`src/rtl/actbuf_pkg.sv`:
```
// actbuf_pkg -- shared widths and the activation word type for the
// activation_buffer slice.
//   DATA_W : activation word width (two's complement fixed point)
//   DEPTH  : entries per bank (max neurons per layer)
//   ADDR_W : neuron index width, 2**ADDR_W >= DEPTH
package actbuf_pkg;
  localparam int DATA_W = 16;
  localparam int DEPTH  = 64;
  localparam int ADDR_W = 6;

  typedef logic signed [DATA_W-1:0] act_t;
endpackage

```
`src/rtl/activation_buffer_if.sv`:
```
// activation_buffer_if -- every non-clock signal of the activation buffer.
//   master : controller / AF stage / external input memory side
//   slave  : activation_buffer
// Handshakes: af_valid is a one-way strobe (no ready); a write presented
// while the write bank is full is dropped and reported through the sticky
// overflow flag. rd_en is likewise a one-way strobe; every accepted read
// returns exactly one rd_valid pulse a fixed two cycles later, and
// rd_data/rd_oob are only meaningful while rd_valid is high.
interface activation_buffer_if #(
  parameter int DATA_W = actbuf_pkg::DATA_W,
  parameter int ADDR_W = actbuf_pkg::ADDR_W
);
  logic              start;
  logic              af_valid;
  logic [DATA_W-1:0] af_data;
  logic              output_wr_en;
  logic              output_sel;
  logic              rd_en;
  logic [ADDR_W-1:0] rd_addr;
  logic [ADDR_W-1:0] ext_addr;
  logic [DATA_W-1:0] ext_data;
  logic [DATA_W-1:0] rd_data;
  logic              rd_valid;
  logic              rd_oob;
  logic [ADDR_W:0]   wr_count;
  logic [ADDR_W:0]   layer_count;
  logic              overflow;

  modport master (
    output start, af_valid, af_data, output_wr_en, output_sel, rd_en,
           rd_addr, ext_data,
    input  ext_addr, rd_data, rd_valid, rd_oob, wr_count, layer_count,
           overflow
  );

  modport slave (
    input  start, af_valid, af_data, output_wr_en, output_sel, rd_en,
           rd_addr, ext_data,
    output ext_addr, rd_data, rd_valid, rd_oob, wr_count, layer_count,
           overflow
  );
endinterface

```
`src/rtl/actbuf_bank.sv`:
```
// actbuf_bank -- one activation bank: simple dual-port RAM, one write
// port and one registered read port, single clock.
//   clk   : clock
//   we    : write enable
//   waddr : write index
//   wdata : write word
//   raddr : read index, data appears on rdata after the next edge
//   rdata : registered read word
module actbuf_bank #(
  parameter int DATA_W = actbuf_pkg::DATA_W,
  parameter int DEPTH  = actbuf_pkg::DEPTH,
  parameter int ADDR_W = actbuf_pkg::ADDR_W
) (
  input  logic              clk,
  input  logic              we,
  input  logic [ADDR_W-1:0] waddr,
  input  logic [DATA_W-1:0] wdata,
  input  logic [ADDR_W-1:0] raddr,
  output logic [DATA_W-1:0] rdata
);
  import actbuf_pkg::*;

  logic [DATA_W-1:0] mem [DEPTH];

  always_ff @(posedge clk) begin
    if (we) mem[waddr] <= wdata;
    rdata <= mem[raddr];
  end
endmodule

```
`src/rtl/activation_buffer.sv`:
```
// activation_buffer -- ping-pong activation store between the AF stage and
// the MAC input. AF results fill the write bank; a rising edge on
// output_wr_en commits the layer (swaps banks and latches the count) so the
// results become the next layer's inputs. Reads return either the read bank
// (output_sel=1) or the external network input (output_sel=0), both with a
// fixed two-cycle latency.
// Ports: clk, rst (synchronous, active-high), bus (activation_buffer_if.slave:
// start, af_valid/af_data, output_wr_en, output_sel, rd_en/rd_addr,
// ext_addr/ext_data, rd_data/rd_valid/rd_oob, wr_count, layer_count,
// overflow).
// Build option ACTBUF_OVF_CHECK_EN: when defined, writes to a full bank are
// dropped with a sticky overflow flag and reads past the committed count
// return 0 with rd_oob. When undefined, the write pointer wraps modulo DEPTH,
// overflow and rd_oob are tied low and out-of-range reads return stale data.
module activation_buffer #(
  parameter int DATA_W = actbuf_pkg::DATA_W,
  parameter int DEPTH  = actbuf_pkg::DEPTH,
  parameter int ADDR_W = actbuf_pkg::ADDR_W
) (
  input  logic               clk,
  input  logic               rst,
  activation_buffer_if.slave bus
);
  import actbuf_pkg::*;

  localparam logic [ADDR_W:0] PTR_ONE = {{ADDR_W{1'b0}}, 1'b1};
`ifdef ACTBUF_OVF_CHECK_EN
  localparam logic [ADDR_W:0] FULL_PTR = DEPTH[ADDR_W:0];
`else
  localparam logic [ADDR_W:0] LAST_PTR = DEPTH[ADDR_W:0] - PTR_ONE;
`endif

  logic              wr_bank;
  logic              commit_q;
  logic [ADDR_W:0]   wr_ptr;
  logic [ADDR_W:0]   wr_ptr_nxt;
  logic [ADDR_W:0]   layer_count;
  logic              commit;
  logic              wr_accept;
  logic              clear;
  logic              rd_oob_issue;
  logic [DATA_W-1:0] bank_q0;
  logic [DATA_W-1:0] bank_q1;

  // Read pipeline, stage 1 (after the issue edge) and stage 2 (outputs).
  logic              rd_v1;
  logic              rd_sel1;
  logic              rd_bank1;
  logic              rd_oob1;
  logic [ADDR_W-1:0] ext_addr_q;
  logic [DATA_W-1:0] rd_data_q;
  logic              rd_valid_q;
  logic              rd_oob_q;

  assign clear  = rst | bus.start;
  assign commit = bus.output_wr_en & ~commit_q;

  always_comb begin
    wr_accept    = bus.af_valid;
    wr_ptr_nxt   = wr_ptr + PTR_ONE;
    rd_oob_issue = 1'b0;
`ifdef ACTBUF_OVF_CHECK_EN
    if (wr_ptr >= FULL_PTR) wr_accept = 1'b0;
    // Compared against the pre-commit count, matching the pre-commit bank.
    rd_oob_issue = ({1'b0, bus.rd_addr} >= layer_count);
`else
    if (wr_ptr == LAST_PTR) wr_ptr_nxt = '0;
`endif
  end

  actbuf_bank #(.DATA_W(DATA_W), .DEPTH(DEPTH), .ADDR_W(ADDR_W)) u_bank0 (
    .clk   (clk),
    .we    (wr_accept & ~wr_bank & ~clear),
    .waddr (wr_ptr[ADDR_W-1:0]),
    .wdata (bus.af_data),
    .raddr (bus.rd_addr),
    .rdata (bank_q0)
  );

  actbuf_bank #(.DATA_W(DATA_W), .DEPTH(DEPTH), .ADDR_W(ADDR_W)) u_bank1 (
    .clk   (clk),
    .we    (wr_accept & wr_bank & ~clear),
    .waddr (wr_ptr[ADDR_W-1:0]),
    .wdata (bus.af_data),
    .raddr (bus.rd_addr),
    .rdata (bank_q1)
  );

  // Pointer, bank select and commit edge detect. start keeps tracking
  // output_wr_en so a level already high across start does not fire a
  // spurious commit on the following cycle.
  always_ff @(posedge clk) begin
    if (rst) commit_q <= 1'b0;
    else     commit_q <= bus.output_wr_en;

    if (clear) begin
      wr_bank     <= 1'b0;
      wr_ptr      <= '0;
      layer_count <= '0;
    end else if (commit) begin
      // A write accepted on the commit edge belongs to the committed layer.
      layer_count <= wr_accept ? wr_ptr_nxt : wr_ptr;
      wr_bank     <= ~wr_bank;
      wr_ptr      <= '0;
    end else if (wr_accept) begin
      wr_ptr <= wr_ptr_nxt;
    end
  end

`ifdef ACTBUF_OVF_CHECK_EN
  logic overflow_q;
  always_ff @(posedge clk) begin
    if (clear)                           overflow_q <= 1'b0;
    else if (bus.af_valid && !wr_accept) overflow_q <= 1'b1;
  end
  assign bus.overflow = overflow_q;
`else
  assign bus.overflow = 1'b0;
`endif

  // The bank is chosen at issue time, so a read in the commit cycle sees
  // the bank that was readable before the swap.
  always_ff @(posedge clk) begin
    if (clear) begin
      rd_v1      <= 1'b0;
      rd_sel1    <= 1'b0;
      rd_bank1   <= 1'b0;
      rd_oob1    <= 1'b0;
      ext_addr_q <= '0;
      rd_valid_q <= 1'b0;
      rd_data_q  <= '0;
      rd_oob_q   <= 1'b0;
    end else begin
      rd_v1 <= bus.rd_en;
      if (bus.rd_en) begin
        rd_sel1    <= bus.output_sel;
        rd_bank1   <= ~wr_bank;
        rd_oob1    <= bus.output_sel & rd_oob_issue;
        ext_addr_q <= bus.rd_addr;
      end
      rd_valid_q <= rd_v1;
      rd_oob_q   <= rd_v1 & rd_oob1;
      if (rd_v1) begin
        if (!rd_sel1)     rd_data_q <= bus.ext_data;
        else if (rd_oob1) rd_data_q <= '0;
        else              rd_data_q <= rd_bank1 ? bank_q1 : bank_q0;
      end
    end
  end

  assign bus.ext_addr    = ext_addr_q;
  assign bus.rd_data     = rd_data_q;
  assign bus.rd_valid    = rd_valid_q;
  assign bus.rd_oob      = rd_oob_q;
  assign bus.wr_count    = wr_ptr;
  assign bus.layer_count = layer_count;
endmodule

```
`src/flat_wrapper.sv`:
```
// flat-port wrapper written by rule: the top's interface ports become plain ports
module activation_buffer_flat import actbuf_pkg::*;
#(
  parameter int DATA_W = actbuf_pkg::DATA_W,
  parameter int DEPTH  = actbuf_pkg::DEPTH,
  parameter int ADDR_W = actbuf_pkg::ADDR_W
)
  (clk, rst, bus_start, bus_af_valid, bus_af_data, bus_output_wr_en, bus_output_sel, bus_rd_en, bus_rd_addr, bus_ext_data, bus_ext_addr, bus_rd_data, bus_rd_valid, bus_rd_oob, bus_wr_count, bus_layer_count, bus_overflow);
  activation_buffer_if #(.DATA_W(DATA_W), .ADDR_W(ADDR_W)) bus_i ();
  input  logic clk;
  input  logic rst;
  input wire logic [$bits(bus_i.start)-1:0] bus_start;
  input wire logic [$bits(bus_i.af_valid)-1:0] bus_af_valid;
  input wire logic [$bits(bus_i.af_data)-1:0] bus_af_data;
  input wire logic [$bits(bus_i.output_wr_en)-1:0] bus_output_wr_en;
  input wire logic [$bits(bus_i.output_sel)-1:0] bus_output_sel;
  input wire logic [$bits(bus_i.rd_en)-1:0] bus_rd_en;
  input wire logic [$bits(bus_i.rd_addr)-1:0] bus_rd_addr;
  input wire logic [$bits(bus_i.ext_data)-1:0] bus_ext_data;
  output wire logic [$bits(bus_i.ext_addr)-1:0] bus_ext_addr;
  output wire logic [$bits(bus_i.rd_data)-1:0] bus_rd_data;
  output wire logic [$bits(bus_i.rd_valid)-1:0] bus_rd_valid;
  output wire logic [$bits(bus_i.rd_oob)-1:0] bus_rd_oob;
  output wire logic [$bits(bus_i.wr_count)-1:0] bus_wr_count;
  output wire logic [$bits(bus_i.layer_count)-1:0] bus_layer_count;
  output wire logic [$bits(bus_i.overflow)-1:0] bus_overflow;
  assign bus_i.start = bus_start;
  assign bus_i.af_valid = bus_af_valid;
  assign bus_i.af_data = bus_af_data;
  assign bus_i.output_wr_en = bus_output_wr_en;
  assign bus_i.output_sel = bus_output_sel;
  assign bus_i.rd_en = bus_rd_en;
  assign bus_i.rd_addr = bus_rd_addr;
  assign bus_i.ext_data = bus_ext_data;
  assign bus_ext_addr = bus_i.ext_addr;
  assign bus_rd_data = bus_i.rd_data;
  assign bus_rd_valid = bus_i.rd_valid;
  assign bus_rd_oob = bus_i.rd_oob;
  assign bus_wr_count = bus_i.wr_count;
  assign bus_layer_count = bus_i.layer_count;
  assign bus_overflow = bus_i.overflow;
  activation_buffer #(.DATA_W(DATA_W), .DEPTH(DEPTH), .ADDR_W(ADDR_W)) u_core (.clk(clk), .rst(rst), .bus(bus_i));
endmodule
```
`config.mk`:
```
export PLATFORM = sky130hd
export DESIGN_NAME = activation_buffer_flat
export DESIGN_NICKNAME = d
export VERILOG_FILES = /design/src/rtl/actbuf_pkg.sv /design/src/rtl/activation_buffer_if.sv /design/src/rtl/actbuf_bank.sv /design/src/rtl/activation_buffer.sv /design/src/flat_wrapper.sv
export SDC_FILE = /design/constraint.sdc
export NUM_CORES = 2
export LEC_CHECK = 0
export CORE_ASPECT_RATIO = 0.6
export CORE_UTILIZATION = 50
export DETAILED_ROUTE_END_ITERATION = 7
export PLACE_DENSITY = 0.66
export SETUP_SLACK_MARGIN = 0.05
export SLEW_MARGIN = 20
export SYNTH_ARGS = -nofsm -noshare
export SYNTH_HDL_FRONTEND = slang
export SYNTH_HIERARCHICAL = 1
export SYNTH_SLANG_ARGS = --single-unit
```
`constraint.sdc`:
```
create_clock -name clk -period 4.5 [get_ports clk]
set_input_delay 0.45 -clock clk [delete_from_list [all_inputs] [get_ports clk]]
set_output_delay 0.45 -clock clk [all_outputs]
set_load 0.01 [all_outputs]
```
==> run metrics <==
Hold Buf Count CTS 0; synth unique cells 57; largest net degree at the start of global routing 93; status complete, no violations; postcts setup bufs 0; Hold Slack 0.0748 ns; global route overflow 0; Synth Cell Area 0.0819 mm^2; asr flop ratio synth 0; hold depth 1; Achievable Freq 331 MHz; die width 525 um; worst-path maximum fanout 13; Final Routed Wirelength 209000 um; syn avg cell area 21.2 um^2; CP arrival 2.58 ns; Min-Delay Path Class in2reg; DR top layer met4; EDFF count, synth 2048; WL/cell 32.3 um; vias per cell between 6 and 7; num ports 84; CTS buffer count 194; clk buf depth 4; Max Cap Viol 0; Global Route Usage Sum 0.254; initial antenna violation count 11; register area share after synthesis 0.769; flop2flop setup slack 1.57 ns; RSZ-0062 raised after global routing no; vias post-DR 41300; DRT iter0 DRCs 5988; area grow syn2layout 12.5%; top_reg_cell synth edfxtp_1; Startpoint Class register; met1 wire length ~91000 um; die height 316 um; minimum clock period 3.03 ns; Critical R2R Capture u_core/u_bank0/mem[4][3]$_DFFE_PP_; final net count between 4000 and 5000; CORE AREA 0.162 mm^2; register bit total from synthesis 2122; met2 WL post-DR about 90000 um; period utilization 0.672; initial cell density of the core 0.506; H-Tree Depth 4; Pins Over Slew Limit 0; Sink Count approximately 2100; Worst Hold End u_core/u_bank1/mem[47][5]$_DFFE_PP_; synth top area cells edfxtp_1 (75%), mux4_2 (12%), mux2i_1 (2.4%), dfxtp_1 (1.8%), nor2_1 (0.81%); Synth top area share 0.751; vias in the first global route 39200; Die Area 0.166 mm^2; Peak supply drop between 0.0003 and 0.0004 V; Req. time, crit path 4.05 ns; # DRC 0; worst min-delay path startpoint bus_af_data[5]; layout cell share with drive strength beyond 1 0.245; filler instances 11700; kind of critical path reg2out; measured slew at the worst slew-check pin 1.09 ns; I/O Buffers 81; setup TNS 0 ns; Row Count 114; clk_lat worst skew roughly 0.83 ns; Mapped Cells approximately 3900; r2r startpoint u_core/wr_bank$_SDFFE_PN0P_; CTS tree done; Post-Route Utilization 0.569; drt pass-1 iters 8; met3 wire length 26500 um; commonest non-fill, non-tap cells in the layout edfxtp_1 (2048), mux4_2 (440), buf_4 (250); Reg2Reg Depth 6; DP HPWL 132000 um; leakage 29.2 nW; gpl congestion 0.965; Synth Warn # 6; leading area contributor after synthesis edfxtp_1; Worst setup EP type output pin; post_cts resized 0; remaining antenna violation count 0; Power Density approximately 430 mW/mm^2; setup violators final 0; clock root cell clkbuf_16; Post-Route Skew 0.0315 ns; Slew HR 0.270; first-pass GRT wire length 297000 um; commonest non-fill, non-tap cell in the layout edfxtp_1; final hold vios 0; Worst-path clk slew about 0.070 ns
-- synthesized netlist by cell type, types with 3 or more instances --
master    number
a211o_1       16
a211oi_1      18
a21oi_1       68
a221o_1       12
a221oi_1      32
a22o_1        12
a22oi_1       78
a311oi_1      16
a31oi_1       16
a41oi_1       10
and2_1         6
and4_1        11
buf_1          6
buf_12        11
buf_2         79
buf_4         28
buf_6         35
buf_8          6
clkbuf_1      49
clkbuf_2       5
dfxtp_1       74
edfxtp_1    2048
mux2_2        54
mux2i_1      194
mux4_1         8
mux4_2       440
nand2_1      127
nand2_4        3
nand2b_1       7
nand3_1       50
nand3b_1       4
nand4_1       25
nor2_1       177
nor2_2         4
nor2b_1       61
nor3_1         7
nor4_2         6
o21ai_0       29
o21ai_1       11
xor2_1         3
-- where the power goes --
part	internal (mW)	total, mW	leakage [nW]	switching (mW)
Combinational	0.675	1.97	7.19	1.30
Clock	9.23	16.3	2.99	7.08
Sequential	21.7	21.7	19.0	0.0506
Total	31.6	40.0	29.2	8.43
-- metal layers --
metal  GRT usage  up-vias
met1       0.406    21900
met3      0.0715      238
met5           0        -
li1            -    16700
met2       0.346     2462
met4      0.0506        0
-- through the flow --
step / instances / cell area, um^2 / total power [mW] / worst slack (ns)
floorplan: 3869 / 81900 / 23.2 / 1.37
global placement: 6125 / 86000 / 24.1 / 0.756
detailed placement: 6125 / 86000 / 24.1 / 0.710
CTS: 6469 / 92100 / 40.2 / 1.46
global route: 6470 / 92100 / 41.0 / 1.44
finish: 6475 / 92200 / 40.0 / 1.47
-- logic make-up after synthesis --
logic type,Yosys count,share of synthesized area
flip-flops,2122,0.769
multiplexers,696,0.155
AND/OR/NAND/NOR,502,0.0296
AO/OA/AOI/OAI,319,0.0274
buffers and inverters,223,0.0191
XOR/XNOR,4,0.000428
adder cells (fa/ha/maj),1,0.000153
other,1,0.0000458
-- how the worst max path moves through the flow --
stage	cells past startpoint	from	slack, ns	to
floorplan	6	bus_start	1.37	u_core/u_bank0/mem[49][0]$_DFFE_PP_
global placement	8	bus_af_valid	0.76	u_core/u_bank0/mem[10][15]$_DFFE_PP_
detailed placement	8	bus_af_valid	0.71	u_core/u_bank0/mem[10][15]$_DFFE_PP_
CTS	2	u_core/bus.wr_count[3]$_SDFF_PP0_	1.46	bus_wr_count[3]
global route	2	u_core/bus.wr_count[3]$_SDFF_PP0_	1.44	bus_wr_count[3]
finish	2	u_core/bus.wr_count[3]$_SDFF_PP0_	1.47	bus_wr_count[3]
-- layout make-up --
type                            instances  area [um^2]  area share
Antenna cell                            5         12.5    0.000136
Clock buffer                          240         5090      0.0552
Clock inverter                        104         1050      0.0114
Inverter                                2         7.51   0.0000815
Multi-Input combinational cell       1524        17400       0.189
Sequential cell                      2122        63000       0.683
Tap cell                             2146         2690      0.0291
Timing Repair Buffer                  332         2910      0.0316
-- critical path: stages (launching register included) --
cell and delay, ns:
dfxtp_1 0.74, buf_4 0.40, clkdlybuf4s50_1 0.59
-- registers in the layout (all words and copies together) (netlist names) --
| name | flops |
|---|---|
| u_core/bus.ext_addr | 6 |
| u_core/u_bank1/rdata | 16 |
| u_core/rd_sel1 | 1 |
| u_core/commit_q | 1 |
| u_core/bus.wr_count | 7 |
| u_core/u_bank1/mem | 1024 |
| u_core/bus.rd_valid | 1 |
| u_core/bus.rd_data | 16 |
| u_core/u_bank0/mem | 1024 |
| u_core/bus.layer_count | 7 |
| u_core/u_bank0/rdata | 16 |
| u_core/rd_v1 | 1 |
| u_core/wr_bank | 1 |
| u_core/rd_bank1 | 1 |
(Power assumes the default switching activity.)
